$ cat config.mk
export PLATFORM = sky130hd
export DESIGN_NAME = program_loader
export DESIGN_NICKNAME = d
export VERILOG_FILES = /design/src/rtl/program_loader.sv
export SDC_FILE = /design/constraint.sdc
export NUM_CORES = 1
export LEC_CHECK = 0
export CAP_MARGIN = 15
export CORE_ASPECT_RATIO = 1.25
export CORE_MARGIN = 2
export CORE_UTILIZATION = 35
export DETAILED_ROUTE_END_ITERATION = 16
export PLACE_DENSITY = 0.63
export REMOVE_ABC_BUFFERS = 1
export SYNTH_ARGS = -nofsm -noshare
export SYNTH_HDL_FRONTEND = slang
export SYNTH_SLANG_ARGS = --single-unit
$ cat constraint.sdc
create_clock -name clk -period 3.2 [get_ports clk]
set_clock_uncertainty 0.05 [all_clocks]
set_input_delay 0.32 -clock clk [delete_from_list [all_inputs] [get_ports clk]]
set_output_delay 0.32 -clock clk [all_outputs]
set_load 0.01 [all_outputs]
$ cat src/rtl/program_loader.sv
// -----------------------------------------------------------------------------
// program_loader
//
// Boot-time loader for the S-Machine. A byte-serial program image arrives over
// a valid/ready link, is assembled into 16-bit instruction words and written
// into instruction memory through a dedicated write port. An XOR checksum over
// the data bytes is verified at the end; the CPU enable is raised only after a
// successful load and is held low while loading and after any load error.
//
// Stream format: LEN_HI, LEN_LO, LEN x (word_hi, word_lo), checksum byte.
// The checksum is the XOR of the data bytes only (length bytes excluded).
//
// Ports:
//   clk          system clock, rising edge
//   reset        asynchronous, active-high reset
//   load_start   one-cycle pulse, starts a load from IDLE, DONE or ERROR
//   rx_data      incoming byte
//   rx_valid     rx_data valid
//   rx_ready     loader accepts a byte this cycle (combinational from state)
//   wr_en        instruction memory write strobe (one cycle per word)
//   wr_addr      instruction memory write address
//   wr_data      instruction word {hi, lo}
//   cpu_enable   S-Machine enable
//   busy         load in progress
//   done         last load succeeded
//   error        last load failed
//   words_loaded words written in the current/last load
//
// DATA_WIDTH must be 16 (two bytes per word).
// -----------------------------------------------------------------------------
module program_loader #(
  parameter int ADDR_WIDTH     = 8,
  parameter int DATA_WIDTH     = 16,
  parameter int TIMEOUT_CYCLES = 1024
) (
  input  logic                  clk,
  input  logic                  reset,
  input  logic                  load_start,
  input  logic [7:0]            rx_data,
  input  logic                  rx_valid,
  output logic                  rx_ready,
  output logic                  wr_en,
  output logic [ADDR_WIDTH-1:0] wr_addr,
  output logic [DATA_WIDTH-1:0] wr_data,
  output logic                  cpu_enable,
  output logic                  busy,
  output logic                  done,
  output logic                  error,
  output logic [ADDR_WIDTH:0]   words_loaded
);

  localparam logic [2:0] S_IDLE    = 3'd0;
  localparam logic [2:0] S_LEN_HI  = 3'd1;
  localparam logic [2:0] S_LEN_LO  = 3'd2;
  localparam logic [2:0] S_DATA_HI = 3'd3;
  localparam logic [2:0] S_DATA_LO = 3'd4;
  localparam logic [2:0] S_CHECK   = 3'd5;
  localparam logic [2:0] S_DONE    = 3'd6;
  localparam logic [2:0] S_ERROR   = 3'd7;

  // Largest legal length is a full memory, 2^ADDR_WIDTH words.
  localparam logic [16:0] MAX_LEN = 17'(1) << ADDR_WIDTH;

  // The idle counter only has to reach TIMEOUT_CYCLES-1: the timeout fires on
  // the edge that would have taken it to TIMEOUT_CYCLES.
  localparam int              TW         = (TIMEOUT_CYCLES > 1) ? $clog2(TIMEOUT_CYCLES) : 1;
  localparam logic [TW-1:0]   TIMER_LAST = TW'(TIMEOUT_CYCLES - 1);

  logic [2:0]            state_reg;
  logic [7:0]            len_hi_reg;
  logic [ADDR_WIDTH-1:0] last_index_reg;
  logic [ADDR_WIDTH-1:0] index_reg;
  logic [7:0]            hi_byte_reg;
  logic [7:0]            csum_reg;
  logic [TW-1:0]         timer_reg;

  logic        accept;
  logic        timeout_hit;
  logic [15:0] len_full;

  assign busy     = (state_reg >= S_LEN_HI) && (state_reg <= S_CHECK);
  assign rx_ready = busy;
  assign accept   = rx_valid && rx_ready;
  assign len_full = {len_hi_reg, rx_data};

  // A byte accepted on the expiring cycle wins over the timeout.
  generate
    if (TIMEOUT_CYCLES == 0) begin : g_no_timeout
      assign timeout_hit = 1'b0;
    end else begin : g_timeout
      assign timeout_hit = busy && !accept && (timer_reg == TIMER_LAST);
    end
  endgenerate

  always_ff @(posedge clk or posedge reset) begin
    if (reset) begin
      state_reg      <= S_IDLE;
      len_hi_reg     <= '0;
      last_index_reg <= '0;
      index_reg      <= '0;
      hi_byte_reg    <= '0;
      csum_reg       <= '0;
      timer_reg      <= '0;
      wr_en          <= 1'b0;
      wr_addr        <= '0;
      wr_data        <= '0;
      cpu_enable     <= 1'b0;
      done           <= 1'b0;
      error          <= 1'b0;
      words_loaded   <= '0;
    end else begin
      wr_en <= 1'b0;

      if (busy) begin
        if (accept) begin
          timer_reg <= '0;
        end else if (timer_reg != TIMER_LAST) begin
          timer_reg <= timer_reg + 1'b1;
        end
      end

      case (state_reg)
        S_IDLE, S_DONE, S_ERROR: begin
          if (load_start) begin
            state_reg    <= S_LEN_HI;
            timer_reg    <= '0;
            done         <= 1'b0;
            error        <= 1'b0;
            cpu_enable   <= 1'b0;
            words_loaded <= '0;
          end
        end
        S_LEN_HI: begin
          if (accept) begin
            len_hi_reg <= rx_data;
            state_reg  <= S_LEN_LO;
          end
        end
        S_LEN_LO: begin
          if (accept) begin
            if (len_full == 16'd0 || {1'b0, len_full} > MAX_LEN) begin
              state_reg <= S_ERROR;
              error     <= 1'b1;
            end else begin
              last_index_reg <= ADDR_WIDTH'(len_full - 16'd1);
              index_reg      <= '0;
              csum_reg       <= '0;
              state_reg      <= S_DATA_HI;
            end
          end
        end
        S_DATA_HI: begin
          if (accept) begin
            hi_byte_reg <= rx_data;
            csum_reg    <= csum_reg ^ rx_data;
            state_reg   <= S_DATA_LO;
          end
        end
        S_DATA_LO: begin
          if (accept) begin
            csum_reg     <= csum_reg ^ rx_data;
            wr_en        <= 1'b1;
            wr_addr      <= index_reg;
            wr_data      <= {hi_byte_reg, rx_data};
            words_loaded <= words_loaded + 1'b1;
            // Leave the index at the last address rather than wrapping it.
            if (index_reg == last_index_reg) begin
              state_reg <= S_CHECK;
            end else begin
              index_reg <= index_reg + 1'b1;
              state_reg <= S_DATA_HI;
            end
          end
        end
        S_CHECK: begin
          if (accept) begin
            if (rx_data == csum_reg) begin
              state_reg  <= S_DONE;
              done       <= 1'b1;
              cpu_enable <= 1'b1;
            end else begin
              state_reg <= S_ERROR;
              error     <= 1'b1;
            end
          end
        end
        default: begin
          state_reg <= S_IDLE;
        end
      endcase

      if (timeout_hit) begin
        state_reg  <= S_ERROR;
        error      <= 1'b1;
        cpu_enable <= 1'b0;
      end
    end
  end

endmodule

Yosys cells after proc, flatten, opt, wreduce, memory -nomap -nowiden
Index checks and enable logic that the tools add are counted.

operators by class
  add/subtract/negate cells = 4
  magnitude comparators = 3
  equal/unequal tests = 28
  muxes and demuxes = 39
  bitwise gates (word level) = 2
  reduce and logical (&&, ||, !) cells = 27

operator list
  kind                     count
  $mux W10                 5
  $mux W8                  5
  $pmux W8 S2              2
  $mux W3                  9
  $ne A3 B3 Y1 const B     9
  $mux W9                  2
  $pmux W3 S6              1
  $pmux W9 S2              1
  $eq A8 B8 Y1             2
  $gt A16 B9 Y1 const B    1
  $logic_not A16 Y1        1
  $ne A2 B2 Y1 const B     7
  $eq A3 B3 Y1 const B     4
  $mux W1                  12
  $reduce_and A4 Y1        3
  $reduce_and A6 Y1        2
  $add A10 B1 Y10 const B  1
  $eq A10 B10 Y1 const B   1
  $ne A10 B10 Y1 const B   1
  $add A9 B1 Y9 const B    1
  $add A8 B1 Y8 const B    1
  $reduce_bool A2 Y1       4
  $sub A8 B1 Y8 const B    1
  $xor A8 B8 Y8            1
  19 further kinds         26

storage, ports and cells
  register bits after elaboration = 90
  input port bits = 12
  output and inout bits = 39
  logic and storage cells = 117

Longest topological paths before layout
Gate-level depths: netlist of the first run.

  word-level depth = 8
  mapped depth = 8
  gate-level depth less buffers = 7

Worst setup path before layout of the first run
Ideal clock, no wire load.

  path type = reg-to-reg
  from = register len_hi_reg[1]
  to = register last_index_reg[0]
  library setup time = 0.125 ns
  arrival time = 1.887 ns
  data required time = 3.025 ns
  path slack = 1.138 ns
  cell stages (with the launch flop) = 6
  path buffers = 1
  period minus slack after synthesis = 2.062 ns
  path through = dfrtp_1 or4_1 a211o_1 a211oi_2 buf_4 mux2_2

between the ends
  word-level cells in the longest chain between the ends = 4
  elaborated cells on any way between the ends = 5
  classes of those cells = order compare: 1; bitwise: 1; reduce/logical: 3

RTL lines
  item                                                RTL line  source
  from (decl)                                         70        logic [7:0] len_hi_reg;
  from (signal assigned)                              135       len_hi_reg <= rx_data;
  $gt A16 B9 Y1 or $logic_not A16 Y1 (tied branches)  141       if (len_full == 16'd0 || {1'b0, len_full} > MAX_LEN) begin
  $logic_or A1 B1 Y1 (*)                              141
  $not A1 Y1 (no source line) (*)                     n/a
  $reduce_and A3 Y1 (no source line) (*)              n/a
  to (signal assigned)                                145       last_index_reg <= ADDR_WIDTH'(len_full - 16'd1);
  to (decl)                                           71        logic [ADDR_WIDTH-1:0] last_index_reg;

Every way passes the cells marked *; elsewhere a longest branch is shown, timed or not.
A chain may end at the register's enable or synchronous reset.

Worst setup path after layout of the first run
  from = register state_reg[2]
  to = output rx_ready

between the ends
  word-level cells in the longest chain between the ends = 2
  elaborated cells on any way between the ends = 3
  classes of those cells = order compare: 2; reduce/logical: 1

RTL lines
  item                                          RTL line  source
  from (decl)                                   69        logic [2:0] state_reg;
  from (signal assigned)                        97        state_reg <= S_IDLE;
  from (signal assigned)                        125       state_reg <= S_LEN_HI;
  from (signal assigned)                        136       state_reg <= S_LEN_LO;
  $ge A3 B1 Y1 or $le A3 B3 Y1 (tied branches)  81        assign busy = (state_reg >= S_LEN_HI) && (state_reg <= S_CHECK);
  $logic_and A1 B1 Y1 (*)                       81
  to (decl)                                     41        output logic rx_ready,

Marks and branches as above.

==> results.json, run 1 <==
{
  "status": "complete, no violations",
  "insertedDiodeCount": 0,
  "drtIter0Drc": 135,
  "cpPeakStageDelay_ns": 0.56,
  "worst_slack_ns": 0.563,
  "synth.distinct_cells": 46,
  "cellPowerDensity_nw_per_um2": 782,
  "grt_overflow": 0,
  "syn_area_um2": 4380,
  "rrSetupSlack_ns": 0.90,
  "drtAntennaViolNets": 0,
  "nFillCells": 1193,
  "antenna_found_initial": 0,
  "syn_to_final_growth_pct": 23.5,
  "start_kind": "register",
  "synthArstFlopShare_pct": 100,
  "cts_resized": 0,
  "yosysWarnings": 0,
  "finalSetupViolCount": 0,
  "synth.yosys.seq_area_share_pct": 51.4,
  "track_usage_pct": 15.3,
  "crit_chain": "or3_1 > nand2_1 > clkinv_1 > clkdlybuf4s50_1",
  "p_leak_nw": 2.36,
  "core.rowCount": 45,
  "core_um2": 12200,
  "hold_violations": 0,
  "grt_pass1_vias": 3379,
  "ys_ff_latch": 90,
  "grt_max_degree": 91,
  "grt_setup_unrepaired": "no",
  "crit_type": "register to output port",
  "dieArea_um2": 13400,
  "final_nets": 527,
  "post_cts_buffers": 0,
  "ys_top_cells_by_count": "nand2_1, dfrtp_1, nor2_1, o21ai_0, xnor2_1",
  "regArea_um2": 2250,
  "max-clock-path-buffers": 2,
  "tns_ns": 0,
  "fin_crit_sh_pct": 82.4,
  "vias": 3437,
  "avgViaCountPerCell": 5.06,
  "cts_tree": "done",
  "cts_max_level": 3,
  "grt_pass1_wl_mm": 16.6,
  "yosysMostFrequentCell": "nand2_1",
  "ys.flop_type": "dfrtp_1",
  "critPathTopFamily": "buffers and inverters",
  "gp_congestion": 0.782,
  "synthTopCellsByArea": "dfrtp_1, nand2_1, mux2_2, xnor2_1, o21ai_0",
  "worst_pin_slew_ns": 0.628,
  "synthCells": 460,
  "yosys.area.top_type": "dfrtp_1",
  "dp_hpwl_mm": 6.82,
  "dr.pass1.iters": 4,
  "die-height_um": 129,
  "hp-class": "input pin to asynchronous set/reset pin",
  "postCtsHoldBufs": 0,
  "worstSkewPairLatency_ns": 0.35,
  "wl_per_cell_um": 14.5,
  "crit_fanout": 13,
  "multi_input_area_um2": 1980,
  "cts_num_sinks": 90,
  "initial_core_util_pct": 36.0,
  "crit_arrival_ns": 2.27,
  "min_period_ns": 2.64,
  "largest_reg_flops": 16,
  "io_buffers": 50,
  "slowest_stage": "clkdlybuf4s50_1",
  "cap_violations": 0,
  "netlist.area_leader.share_pct": 51.4,
  "crit_required_ns": 2.83,
  "routed_wl_mm": 9.85,
  "cts_buffers": 9,
  "synth-edff-count": 0,
  "io_pins": 51,
  "relSlewSlack_pct": 57.9,
  "drive_gt1_share_pct": 9.71,
  "place_ws_ns": 0.350,
  "clk_pin_slew_worst_paths_ns": 0.07,
  "path_buf_inv": 2,
  "clockRootBuffer": "clkbuf_16",
  "max_freq_mhz": 379,
  "drc_errors": 0,
  "end_kind": "output port",
  "die_x_um": 104,
  "drv_slew": 0,
  "synth_area_per_cell_um2": 9.53,
  "ir_worst_vdd_mv": 0.370
}
## area by class of cell
| cell class | instances | area share [%] |
|---|---|---|
| well taps | 164 | 3.79 |
| clock inverters | 4 | 0.601 |
| inverters | 11 | 0.786 |
| multi-input cells | 334 | 36.6 |
| repair buffers | 64 | 11.7 |
| clock buffers | 12 | 4.92 |
| flip-flops and latches | 90 | 41.6 |
## through the flow
stage | hold slack [ns] | utilization (%) | cell area (um^2) | cells | power [mW]
5_1_grt | 0.403 | 44.5 | 5410 | 679 | 4.51
4_1_cts | 0.388 | 44.5 | 5410 | 679 | 4.26
6_report | 0.357 | 44.5 | 5410 | 679 | 4.23
3_3_place_gp | 0.393 | 42.0 | 5110 | 663 | 3.14
2_1_floorplan | 0.375 | - | 4280 | 435 | 2.61
3_5_place_dp | 0.408 | 42.0 | 5110 | 663 | 3.20
## cell usage in the layout (no fill, tap or decap), drive strengths merged, types with 10 or more instances in the layout
cell type	netlist	final
nand3	14	14
dfrtp	90	90
xor2	10	10
buf	9	14
clkbuf	16	12
nor2	31	31
nand2	93	93
nor2b	14	14
o21ai	24	24
xnor2	18	18
clkdlybuf4s50	0	50
nand4	10	10
mux2	15	15
inv	10	11
a21oi	17	17
## power by group
| part | internal, mW | total, mW | switching [mW] |
|---|---|---|---|
| sequential | 1.49 | 1.77 | 0.277 |
| combinational | 0.708 | 1.40 | 0.697 |
| clock | 0.596 | 1.06 | 0.464 |
## kinds of logic after synthesis
kind of cell,synth area share [%]
multiplexers,4.77
adder cells (fa/ha/maj),1.43
AND/OR/NAND/NOR,21.6
XOR/XNOR,5.60
AO/OA/AOI/OAI,11.9
buffers and inverters,3.37
flip-flops,51.4
## layer usage
layer	up-vias	routed length [um]	global-route usage, %
met1	1666	4700	20.0
met3	15	325	3.37
met5	-	0	0
met4	0	206	7.07
li1	1688	-	-
met2	68	4620	24.6
## final timing paths
kind / end / start / cells past startpoint
worst max register to register: last_index_reg[0] / len_hi_reg[1] / 5
worst max-delay path: rx_ready / state_reg[2] / 4
max in group asynchronous: timer_reg[5] / reset / 3
worst min-delay path: wr_addr[3] / reset / 3
min in group clk: wr_data[11] / hi_byte_reg[3] / 2
worst min register to register: wr_data[11] / hi_byte_reg[3] / 2
## worst reg2reg max path: stages, from the launching register on
cell and delay [ns]:
dfrtp_1 0.39, or4_1 0.53, a211o_1 0.33, a211oi_2 0.32, buf_12 0.22, mux2_2 0.35
Power figures use the tool's default switching activity.
==> run 2, diff against run 1 <==
==> constraint.sdc (replaced) <==
create_clock -name clk -period 2.5 [get_ports clk]
set_clock_uncertainty 0.05 [all_clocks]
set_input_delay 0.25 -clock clk [delete_from_list [all_inputs] [get_ports clk]]
set_output_delay 0.25 -clock clk [all_outputs]
set_load 0.01 [all_outputs]
==> results.json, run 2 (synthesis results as in run 1) <==
{
  "status": "complete, no violations",
  "clk_pin_slew_worst_paths_ns": 0.07,
  "holdWs_ns": 0.201,
  "max_freq_mhz": 423,
  "dieArea_um2": 13400,
  "antenna_found_initial": 0,
  "largest_reg_flops": 16,
  "drv_slew": 0,
  "routed_wl_mm": 9.95,
  "rr_startpoint": "len_hi_reg[1]",
  "dp_hpwl_mm": 7.05,
  "crit_type": "register to output port",
  "r2r_end": "index_reg[0]",
  "cts_buffers": 9,
  "io_pins": 51,
  "multi_input_area_um2": 1980,
  "nFillCells": 1186,
  "vias": 3480,
  "io_buffers": 50,
  "cts_tree": "done",
  "regArea_um2": 2250,
  "syn_to_final_growth_pct": 24.9,
  "worstSkewPairLatency_ns": 0.35,
  "hold_violations": 0,
  "grt_max_degree": 62,
  "start_kind": "register",
  "crit_fanout": 9,
  "design_area_um2": 5470,
  "end_kind": "output port",
  "cp-endpoint": "busy",
  "layout_commonest_cell": "nand2_1",
  "relSlewSlack_pct": 64.2,
  "crit_chain": "or3_1 > nand2_1 > clkinv_1 > clkdlybuf4s50_1",
  "track_usage_pct": 15.7,
  "grt_overflow": 0,
  "worst_slack_ns": 0.138,
  "cellPowerDensity_nw_per_um2": 1000,
  "cpPeakStageDelay_ns": 0.55,
  "core_um2": 12200,
  "die_x_um": 104,
  "postCtsHoldBufs": 0,
  "place_ws_ns": 0.0362,
  "drtAntennaViolNets": 0,
  "final_nets": 536,
  "p_leak_nw": 2.41,
  "min_period_ns": 2.36,
  "wl_per_cell_um": 14.5,
  "r2r_cells": 7,
  "die-height_um": 129,
  "drive_gt1_share_pct": 10.9,
  "clockRootBuffer": "clkbuf_16",
  "drtIter0Drc": 208,
  "fin_crit_sh_pct": 94.5,
  "cts_resized": 0,
  "initial_core_util_pct": 36.0,
  "insertedDiodeCount": 0,
  "final_cell_mix": "nand2_1, dfrtp_1, clkdlybuf4s50_1, nor2_1, o21ai_0",
  "fin_util_pct": 45.0,
  "worst_pin_slew_ns": 0.536,
  "max-clock-path-buffers": 2,
  "ir_worst_vdd_mv": 0.447,
  "critPathLaunch": "state_reg[2]",
  "finalSetupViolCount": 0,
  "crit_arrival_ns": 2.06,
  "cts_max_level": 3,
  "grt_pass1_vias": 3476,
  "slowest_stage": "clkdlybuf4s50_1",
  "core.rowCount": 45,
  "crit_required_ns": 2.20,
  "dr.pass1.iters": 5,
  "gp_congestion": 0.797,
  "grt_setup_unrepaired": "no",
  "cap_violations": 0,
  "hp-class": "input pin to asynchronous set/reset pin",
  "drc_errors": 0,
  "cts_num_sinks": 90,
  "post_cts_buffers": 0,
  "rrSetupSlack_ns": 0.31,
  "placed_area_um2": 5180,
  "avgViaCountPerCell": 5.07,
  "grt_pass1_wl_mm": 17.1
}
[run 2: cell count changes in the layout (fill, tap and decap cells not counted)]
cell | previous run | this run
bufinv_16 | 0 | 1
clkbuf_1 | 0 | 1
buf_4 | 12 | 21
clkinvlp_4 | 2 | 1
clkinv_2 | 1 | 2
inv_6 | 2 | 1
clkbuf_8 | 3 | 1
[run 2: metal layers]
metal	vias to the layer above	track usage, %	share of wire, %
li1	1714	-	-
met1	1680	19.8	45
met2	71	26.7	50
met3	15	3.17	3.5
met4	0	6.36	1.8
met5	-	0	0
[run 2: where the power goes]
part / internal (mW) / switching, mW / total (mW)
Sequential: 1.91 / 0.309 / 2.22
Clock: 0.799 / 0.574 / 1.37
Combinational: 0.946 / 0.944 / 1.89
[run 2: final cells by class]
cell class	count	area share [%]
Tap cell	164	3.75
Multi-Input combinational cell	334	36.2
Inverter	11	0.777
Sequential cell	90	41.1
Timing Repair Buffer	73	12.8
Clock buffer	11	4.43
Clock inverter	4	0.937
[run 2: critical path, delay by kind of cell (launching register included)]
family | cells | cell delay (ns)
simple gates | 2 | 0.56
buf+inv | 2 | 0.78
flops | 1 | 0.37
[run 2: how the worst min path moves through the flow]
stage	startpoint	end	slack (ns)	cells past startpoint
4_1_cts	reset	wr_addr[3]	0.22	2
6_report	reset	wr_addr[2]	0.20	2
2_1_floorplan	rx_data[2]	wr_data[2]	0.31	2
3_3_place_gp	hi_byte_reg[4]	wr_data[12]	0.39	2
5_1_grt	reset	wr_addr[3]	0.27	2
3_5_place_dp	hi_byte_reg[1]	wr_data[9]	0.41	2
[run 2: through the flow]
step | TNS (ns) | std cells | power [mW]
4_1_cts | 0 | 687 | 5.52
6_report | 0 | 687 | 5.48
2_1_floorplan | -16.15 | 435 | 3.33
5_1_grt | 0 | 687 | 5.85
3_3_place_gp | 0 | 672 | 4.07
3_5_place_dp | 0 | 672 | 4.15
